[src/rtl/key_event_filter.sv]
// Per-key conditioner for the raw push-button lines.
// Each channel is synchronised and debounced, then produces a level and press, release and auto-repeat pulses.
module key_event_filter #(
  parameter int unsigned NUM_KEYS        = 4,
  parameter bit          ACTIVE_LOW      = 1'b0,
  parameter int unsigned DEBOUNCE_CYCLES = 50000,
  parameter int unsigned REPEAT_DELAY    = 25000000,
  parameter int unsigned REPEAT_PERIOD   = 5000000
) (
  input  logic                clock,
  input  logic                reset,
  input  logic [NUM_KEYS-1:0] key,
  output logic [NUM_KEYS-1:0] key_state,
  output logic [NUM_KEYS-1:0] key_pressed,
  output logic [NUM_KEYS-1:0] key_released,
  output logic [NUM_KEYS-1:0] key_repeat
);

  localparam int unsigned DB_W        = $clog2(DEBOUNCE_CYCLES + 1);
  localparam int unsigned DB_LAST     = DEBOUNCE_CYCLES - 1;
  localparam int unsigned RP_MAX      = (REPEAT_DELAY > REPEAT_PERIOD) ? REPEAT_DELAY : REPEAT_PERIOD;
  localparam int unsigned RP_W        = $clog2(RP_MAX + 1);
  localparam int unsigned DELAY_LOAD  = (REPEAT_DELAY > 0) ? REPEAT_DELAY - 1 : 0;
  localparam int unsigned PERIOD_LOAD = REPEAT_PERIOD - 1;
  localparam bit          REPEAT_EN   = (REPEAT_DELAY != 0);

  typedef enum logic [1:0] {
    RPT_IDLE   = 2'd0,
    RPT_DELAY  = 2'd1,
    RPT_REPEAT = 2'd2
  } rpt_state_e;

  logic [NUM_KEYS-1:0] key_c;

  // Polarity correction ahead of the synchroniser so every later stage sees 1 = pressed.
  assign key_c = ACTIVE_LOW ? ~key : key;

  genvar g;
  for (g = 0; g < int'(NUM_KEYS); g++) begin : g_chan
    logic            sync1_q, sync2_q;
    logic [DB_W-1:0] db_cnt_q, db_cnt_d;
    logic            state_q, state_d;
    logic            press_q, press_d;
    logic            rel_q, rel_d;
    logic            rpt_q, rpt_d;
    logic [RP_W-1:0] rp_cnt_q, rp_cnt_d;
    rpt_state_e      fsm_q, fsm_d;
    logic            toggle_c;

    // State register for synchroniser, debounce, pulses and repeat FSM.
    always_ff @(posedge clock) begin
      if (reset) begin
        sync1_q  <= 1'b0;
        sync2_q  <= 1'b0;
        db_cnt_q <= '0;
        state_q  <= 1'b0;
        press_q  <= 1'b0;
        rel_q    <= 1'b0;
        rpt_q    <= 1'b0;
        rp_cnt_q <= '0;
        fsm_q    <= RPT_IDLE;
      end else begin
        sync1_q  <= key_c[g];
        sync2_q  <= sync1_q;
        db_cnt_q <= db_cnt_d;
        state_q  <= state_d;
        press_q  <= press_d;
        rel_q    <= rel_d;
        rpt_q    <= rpt_d;
        rp_cnt_q <= rp_cnt_d;
        fsm_q    <= fsm_d;
      end
    end

    // Next-state logic: debounce accepts a change after DEBOUNCE_CYCLES consecutive mismatches.
    always_comb begin
      db_cnt_d = '0;
      state_d  = state_q;
      toggle_c = 1'b0;
      press_d  = 1'b0;
      rel_d    = 1'b0;
      rpt_d    = 1'b0;
      rp_cnt_d = rp_cnt_q;
      fsm_d    = fsm_q;

      if (sync2_q != state_q) begin
        if (db_cnt_q == DB_W'(DB_LAST)) begin
          toggle_c = 1'b1;
          state_d  = ~state_q;
        end else begin
          db_cnt_d = db_cnt_q + DB_W'(1);
        end
      end

      press_d = toggle_c & ~state_q;
      rel_d   = toggle_c & state_q;

      // A release wins over everything so no repeat can land in the release cycle.
      if (rel_d) begin
        fsm_d    = RPT_IDLE;
        rp_cnt_d = '0;
      end else begin
        case (fsm_q)
          RPT_IDLE: begin
            if (press_d && REPEAT_EN) begin
              fsm_d    = RPT_DELAY;
              rp_cnt_d = RP_W'(DELAY_LOAD);
            end
          end
          RPT_DELAY, RPT_REPEAT: begin
            if (rp_cnt_q == '0) begin
              rpt_d    = 1'b1;
              fsm_d    = RPT_REPEAT;
              rp_cnt_d = RP_W'(PERIOD_LOAD);
            end else begin
              rp_cnt_d = rp_cnt_q - RP_W'(1);
            end
          end
          default: begin
            fsm_d    = RPT_IDLE;
            rp_cnt_d = '0;
          end
        endcase
      end
    end

    assign key_state[g]    = state_q;
    assign key_pressed[g]  = press_q;
    assign key_released[g] = rel_q;
    assign key_repeat[g]   = rpt_q;
  end

endmodule

[config.mk]
export PLATFORM = sky130hd
export DESIGN_NAME = key_event_filter
export DESIGN_NICKNAME = d
export VERILOG_FILES = /design/src/rtl/key_event_filter.sv
export SDC_FILE = /design/constraint.sdc
export NUM_CORES = 1
export LEC_CHECK = 0
export CAP_MARGIN = 20
export CORE_MARGIN = 3
export CORE_UTILIZATION = 45
export CTS_BUF_LIST = sky130_fd_sc_hd__clkbuf_16
export DETAILED_ROUTE_END_ITERATION = 12
export GPL_TIMING_DRIVEN = 0
export HOLD_SLACK_MARGIN = 0.06
export PLACE_DENSITY = 0.72
export SLEW_MARGIN = 20
export SYNTH_ARGS = -nofsm -noshare
export SYNTH_HDL_FRONTEND = slang
export SYNTH_SLANG_ARGS = --single-unit
[constraint.sdc]
create_clock -name clock -period 2.5 [get_ports clock]
set_input_delay 0.375 -clock clock [delete_from_list [all_inputs] [get_ports clock]]
set_output_delay 0.375 -clock clock [all_outputs]
set_load 0.005 [all_outputs]
# ---- Word-level counts from Yosys, hierarchy flattened
# Cells that the tools add are included.
dict set report totals {
  register_bits 196
  inputBits 6
  out_inout_bits 16
  word_cells 156
}
dict set report op_classes {
  add_sub_neg 8
  n_eq_ne 24
  mux 36
  bitwise_logic 20
  n_reduce_logical 32
}
# operator n
set ops {}
lappend ops {{25-bit two-way mux} 8}
lappend ops {{25-bit case mux with 2 select lines} 4}
lappend ops {{25-bit zero test} 4}
lappend ops {{25-bit by 1-bit subtractor with 25-bit output, second input constant} 4}
lappend ops {{16-bit by 1-bit adder with 16-bit output, second input constant} 4}
lappend ops {{16-bit == test, second input constant} 4}
lappend ops {{3-bit OR reduction} 8}
lappend ops {{2-bit two-way mux} 8}
lappend ops {{2-bit != test, second input constant} 8}
lappend ops {{2-bit case mux with 2 select lines} 4}
lappend ops {{2-bit AND reduction} 8}
lappend ops {{2-bit OR reduction} 8}
lappend ops {{1-bit two-way mux} 12}
lappend ops {{1-bit inverter} 12}
lappend ops {{1-bit bitwise AND} 8}
lappend ops {{2-bit by 1-bit == test with 1-bit output, second input constant} 4}
lappend ops {{2-bit == test, second input constant} 4}
lappend ops {{2-bit zero test} 4}
lappend ops {{1-bit != test} 4}

# ---- Longest topological paths before layout
# Gate-level depths: netlist of run 1.
dict set report depth {
  depth_word 6
  mapped_depth 9
  ltp_nobuf 8
}

# ---- Worst setup path before layout of run 1
# No wires, ideal clock.
dict set report synth_timing {
  kind {reg-to-reg}
  start {reg g_chan[3].rp_cnt_q[16]}
  end {reg g_chan[3].rp_cnt_q[3]}
  setup_time_ps 68
  arrival_ps 2455
  t_required_ps 2432
  slack_ps -23
  stages_incl_launch_ff 8
  path_buffers 2
  synth_period_minus_slack_ps 2523
  cell_sequence {dfxtp_1 or4_4 or4_4 buf_6 or4_4 buf_6 a311o_1 a21oi_2}
}
dict set report synth_via {
  elab_chain_len 3
}
# element line
set synth_rtl {}
lappend synth_rtl {{start: declaration} 46} ;# logic [RP_W-1:0] rp_cnt_q, rp_cnt_d;
lappend synth_rtl {{start signal: assignment} 70} ;# rp_cnt_q <= rp_cnt_d;
lappend synth_rtl {{25-bit zero test} 111} ;# if (rp_cnt_q == '0) begin
lappend synth_rtl {{25-bit two-way mux} 111}
lappend synth_rtl {{25-bit case mux with 2 select lines} 103} ;# case (fsm_q)
# No other way between the ends.
# A chain may end at the register's enable or synchronous reset.

# ---- Worst setup path after layout of run 1
dict set report layout_timing {
  start {reg g_chan[2].rp_cnt_q[10]}
  end {reg g_chan[2].rp_cnt_q[22]}
}
dict set report layout_via {
  elab_chain_len 3
  elab_cells_between_ends 4
  cone_classes {add/sub: 1; mux: 2; reduce/logical: 1}
}
# element line
set layout_rtl {}
lappend layout_rtl {{start: declaration} 46}
lappend layout_rtl {{start signal: assignment} 70}
lappend layout_rtl {{25-bit by 1-bit subtractor with 25-bit output or 25-bit zero test (tied branches)} {116, 111}}
lappend layout_rtl {{25-bit two-way mux *} 111}
lappend layout_rtl {{25-bit case mux with 2 select lines *} 103}
# Mark *: on every way between the ends. The rest lies on a longest branch, timed or not.

==> metrics.txt, run 1 <==
actual slew at the worst max-slew pin between 0.7 and 0.8 ns; fin cells roughly 1600; syn nets roughly 1300; most frequent cells in the layout 188 x dfxtp_1, 167 x nor2_1, 93 x nand2_1; clock tree buffer depth 2; number of global-route vias before repair 8587; Highest Clock Rate 402 MHz; Synth Area in Compound Gates ~18%; RSZ-0062 raised after global routing yes; initial antenna violation count 0; slowest stage cell on the critical path or4_4; I/O Buffers 21; pre-CTS setup slack -0.596 ns; endpoints failing setup 0; Congestion Overflow GR 0; fin crit period ~2.5 ns; Avg Cell Area, Syn approximately 8 µm²; crit start category flop; Final Power 0.00745 W; clk sinks roughly 200; CTS tree done; CP max FO 5; simple-gate share of the synthesized area roughly 28%; n_diodes 0; crit-path max cell delay ~0.6 ns; HPWL after DPL 16500 µm; H-tree Lvls 4; CP endpoint kind flop; Die Ht 155 µm; P&R area growth vs syn 16.3%; Worst EP arrival 2.87 ns; number of synthesized flops with an enable pin 0; main combinational cell family by area after synthesis simple AND/OR/NAND/NOR gates; pin count of the biggest net entering global routing 19; dominant synthesized flop cell dfxtp_1; gr usage total roughly a fifth; Setup CP Type reg2reg; synthesized instance count between 1000 and 1500; DRC viols 0; Worst Path Buf+Inv 1; placed insts around 1500; mux cell area share after synthesis 0.312%; Synth cell types between 80 and 90; die area roughly 24000 µm²; Die W between 150 and 200 µm; core area about 22000 µm²; Max-slew headroom approximately 48%; critical path's most frequent cell or4_4; Total Nets Final approximately 1300; worst vdd ir 0.419 mV; FFs w/ async S/R, synth 0%; first-pass GRT wire length roughly 41000 µm; Min-Delay Path Class reg2reg; Post-Syn Area roughly 10000 µm²; post-cts hold buffer count 0; Leak 4.36 nW; # fillers roughly 2000; Setup TNS 0 ns; DRT Pass-1 Iters 5; WL final between 20000 and 25000 µm; Synth Area in Adders approximately 2.4%; Placer Congestion between 0.9 and 1; row cnt between 50 and 60; worst path cell trace or4_4, or4_4, or4_4, buf_6, o211ai_2, o211ai_1, a21oi_1; fin. max-slew vios 0; via count 9246; Yosys reg bits approximately 200; total CTS buffers 17; Critical Path RT between 2 and 3 ns; clock latency at the later pin of the worst-skew pair between 0.4 and 0.5 ns; final core utilization between 50% and 60%; crit-path leading delay family simple AND/OR/NAND/NOR gates; commonest non-fill, non-tap cell in the layout dfxtp_1; Max-cap violations 0; xor and xnor fraction of the mapped netlist area roughly 7.7%; I/O Pins 22; share of cells above drive strength 1 ~13%; post-synthesis sequential area ratio ~39%; Routed WL per cell 15.4 µm; period utilization between 90 and 100%; CTS root buffer clkbuf_16; setup ws final between 0.01 and 0.015 ns; final antenna-violating net count 0; First DRT Iteration DRCs roughly 640; Final Hold Viols 0; Power Density ~640 nW/µm²; status finished, final reports clean; Via-to-Cell Ratio ~6; CTS clk-pin slew, worst paths approximately 0.080 ns; Yosys Warn Count 0; clock skew 0.0157 ns; initial core utilization a little under half
==> where the power goes <==
group | switching [W] | internal, W
registers | 0.0000726 | 0.00321
logic | 0.000989 | 0.000580
clock network | 0.00130 | 0.00130
total | 0.00236 | 0.00509
==> kinds of logic after synthesis <==
group	Yosys count
simple gates	548
compound gates	280
flops	196
buf+inv	100
xor+xnor	88
fa+ha+maj	19
mux	3
==> Yosys cell counts (all sizes together), types with 5 or more instances <==
master	count	share of area, %
a21o	7	0.52
a21oi	91	4.6
a22o	5	0.44
a31oi	8	0.50
and2	5	0.31
and3	16	1.0
buf	24	1.8
clkbuf	40	1.5
dfxtp	196	39
ha	19	2.4
inv	36	1.3
nand2	94	3.5
nand2b	15	0.94
nand3	42	2.1
nand4	25	1.6
nand4b	7	0.61
nor2	169	6.3
nor2b	14	0.87
nor3	51	2.5
nor4	35	2.7
nor4b	5	0.44
o211ai	14	1.1
o21a	5	0.37
o21ai	80	4.0
o221a	6	0.67
o22ai	12	0.75
o31ai	9	0.72
or3	23	1.4
or4	24	2.0
or4b	5	0.50
xnor2	43	3.8
xor2	45	3.9
==> path summary, 6_finish.rpt <==
| kind | from | end | slack [ns] | cells past startpoint |
|---|---|---|---|---|
| max | g_chan[2].rp_cnt_q[10] | g_chan[2].rp_cnt_q[22] | 0.01 | 7 |
| min | g_chan[0].sync1_q | g_chan[0].sync2_q | 0.44 | 1 |
| min reg2reg | g_chan[0].sync1_q | g_chan[0].sync2_q | 0.44 | 1 |
| max reg2reg | g_chan[2].rp_cnt_q[10] | g_chan[2].rp_cnt_q[22] | 0.01 | 7 |
==> layout make-up <==
type / count / area [µm²] / share of cell area, %
Clock inverter: 15 / 124 / 1.06
Timing Repair Buffer: 44 / 390 / 3.35
Tap cell: 280 / 350 / 3.00
Sequential cell: 196 / 3940 / 33.7
Inverter: 36 / 135 / 1.16
Buffer: 58 / 329 / 2.82
Multi-Input combinational cell: 938 / 5980 / 51.2
Clock buffer: 17 / 425 / 3.65
==> per-layer routing <==
| metal | GRT usage [%] | up-vias | wire [µm] | share of wire, % |
|---|---|---|---|---|
| met3 | 3.64 | 41 | 1430 | 5.9 |
| li1 | - | 4570 | - | - |
| met1 | 26.8 | 4328 | 10900 | 45 |
| met2 | 32.5 | 307 | 11700 | 48 |
| met5 | 0 | - | 0 | 0 |
| met4 | 7.17 | 0 | 362 | 1.5 |
==> flip-flops by register name, indices dropped and copies added, names as in the netlist <==
name             flops
g_chan.rp_cnt_q    100
g_chan.db_cnt_q     64
g_chan.fsm_q         8
g_chan.press_q       4
g_chan.rel_q         4
g_chan.rpt_q         4
g_chan.state_q       4
g_chan.sync1_q       4
g_chan.sync2_q       4
==> stage by stage <==
stage	area, µm²	hold WS, ns
after floorplan	10000	0.413
after global placement	10600	0.419
after detailed placement	10600	0.426
after CTS	11500	0.443
after global routing	11700	0.457
final	11700	0.437
==> what timing repair did <==
| action | in CTS | in global routing |
|---|---|---|
| setup buffers | 16 | 7 |
| gates resized for setup | 59 | 50 |
| endpoints found under the setup margin | 93 | 92 |
| hold endpoints to repair | 0 | 0 |
| pin swaps | 27 | 14 |
No activity file was read; power rests on OpenSTA's default activity.
==> run 2, diff against run 1 <==
==> constraint.sdc (replaced) <==
create_clock -name clock -period 2.5 [get_ports clock]
set_input_delay 0.5 -clock clock [delete_from_list [all_inputs] [get_ports clock]]
set_output_delay 0.5 -clock clock [all_outputs]
set_load 0.005 [all_outputs]
==> results of run 2 <==
Same layout as run 1: the final DEF is identical, and so are final timing and power.
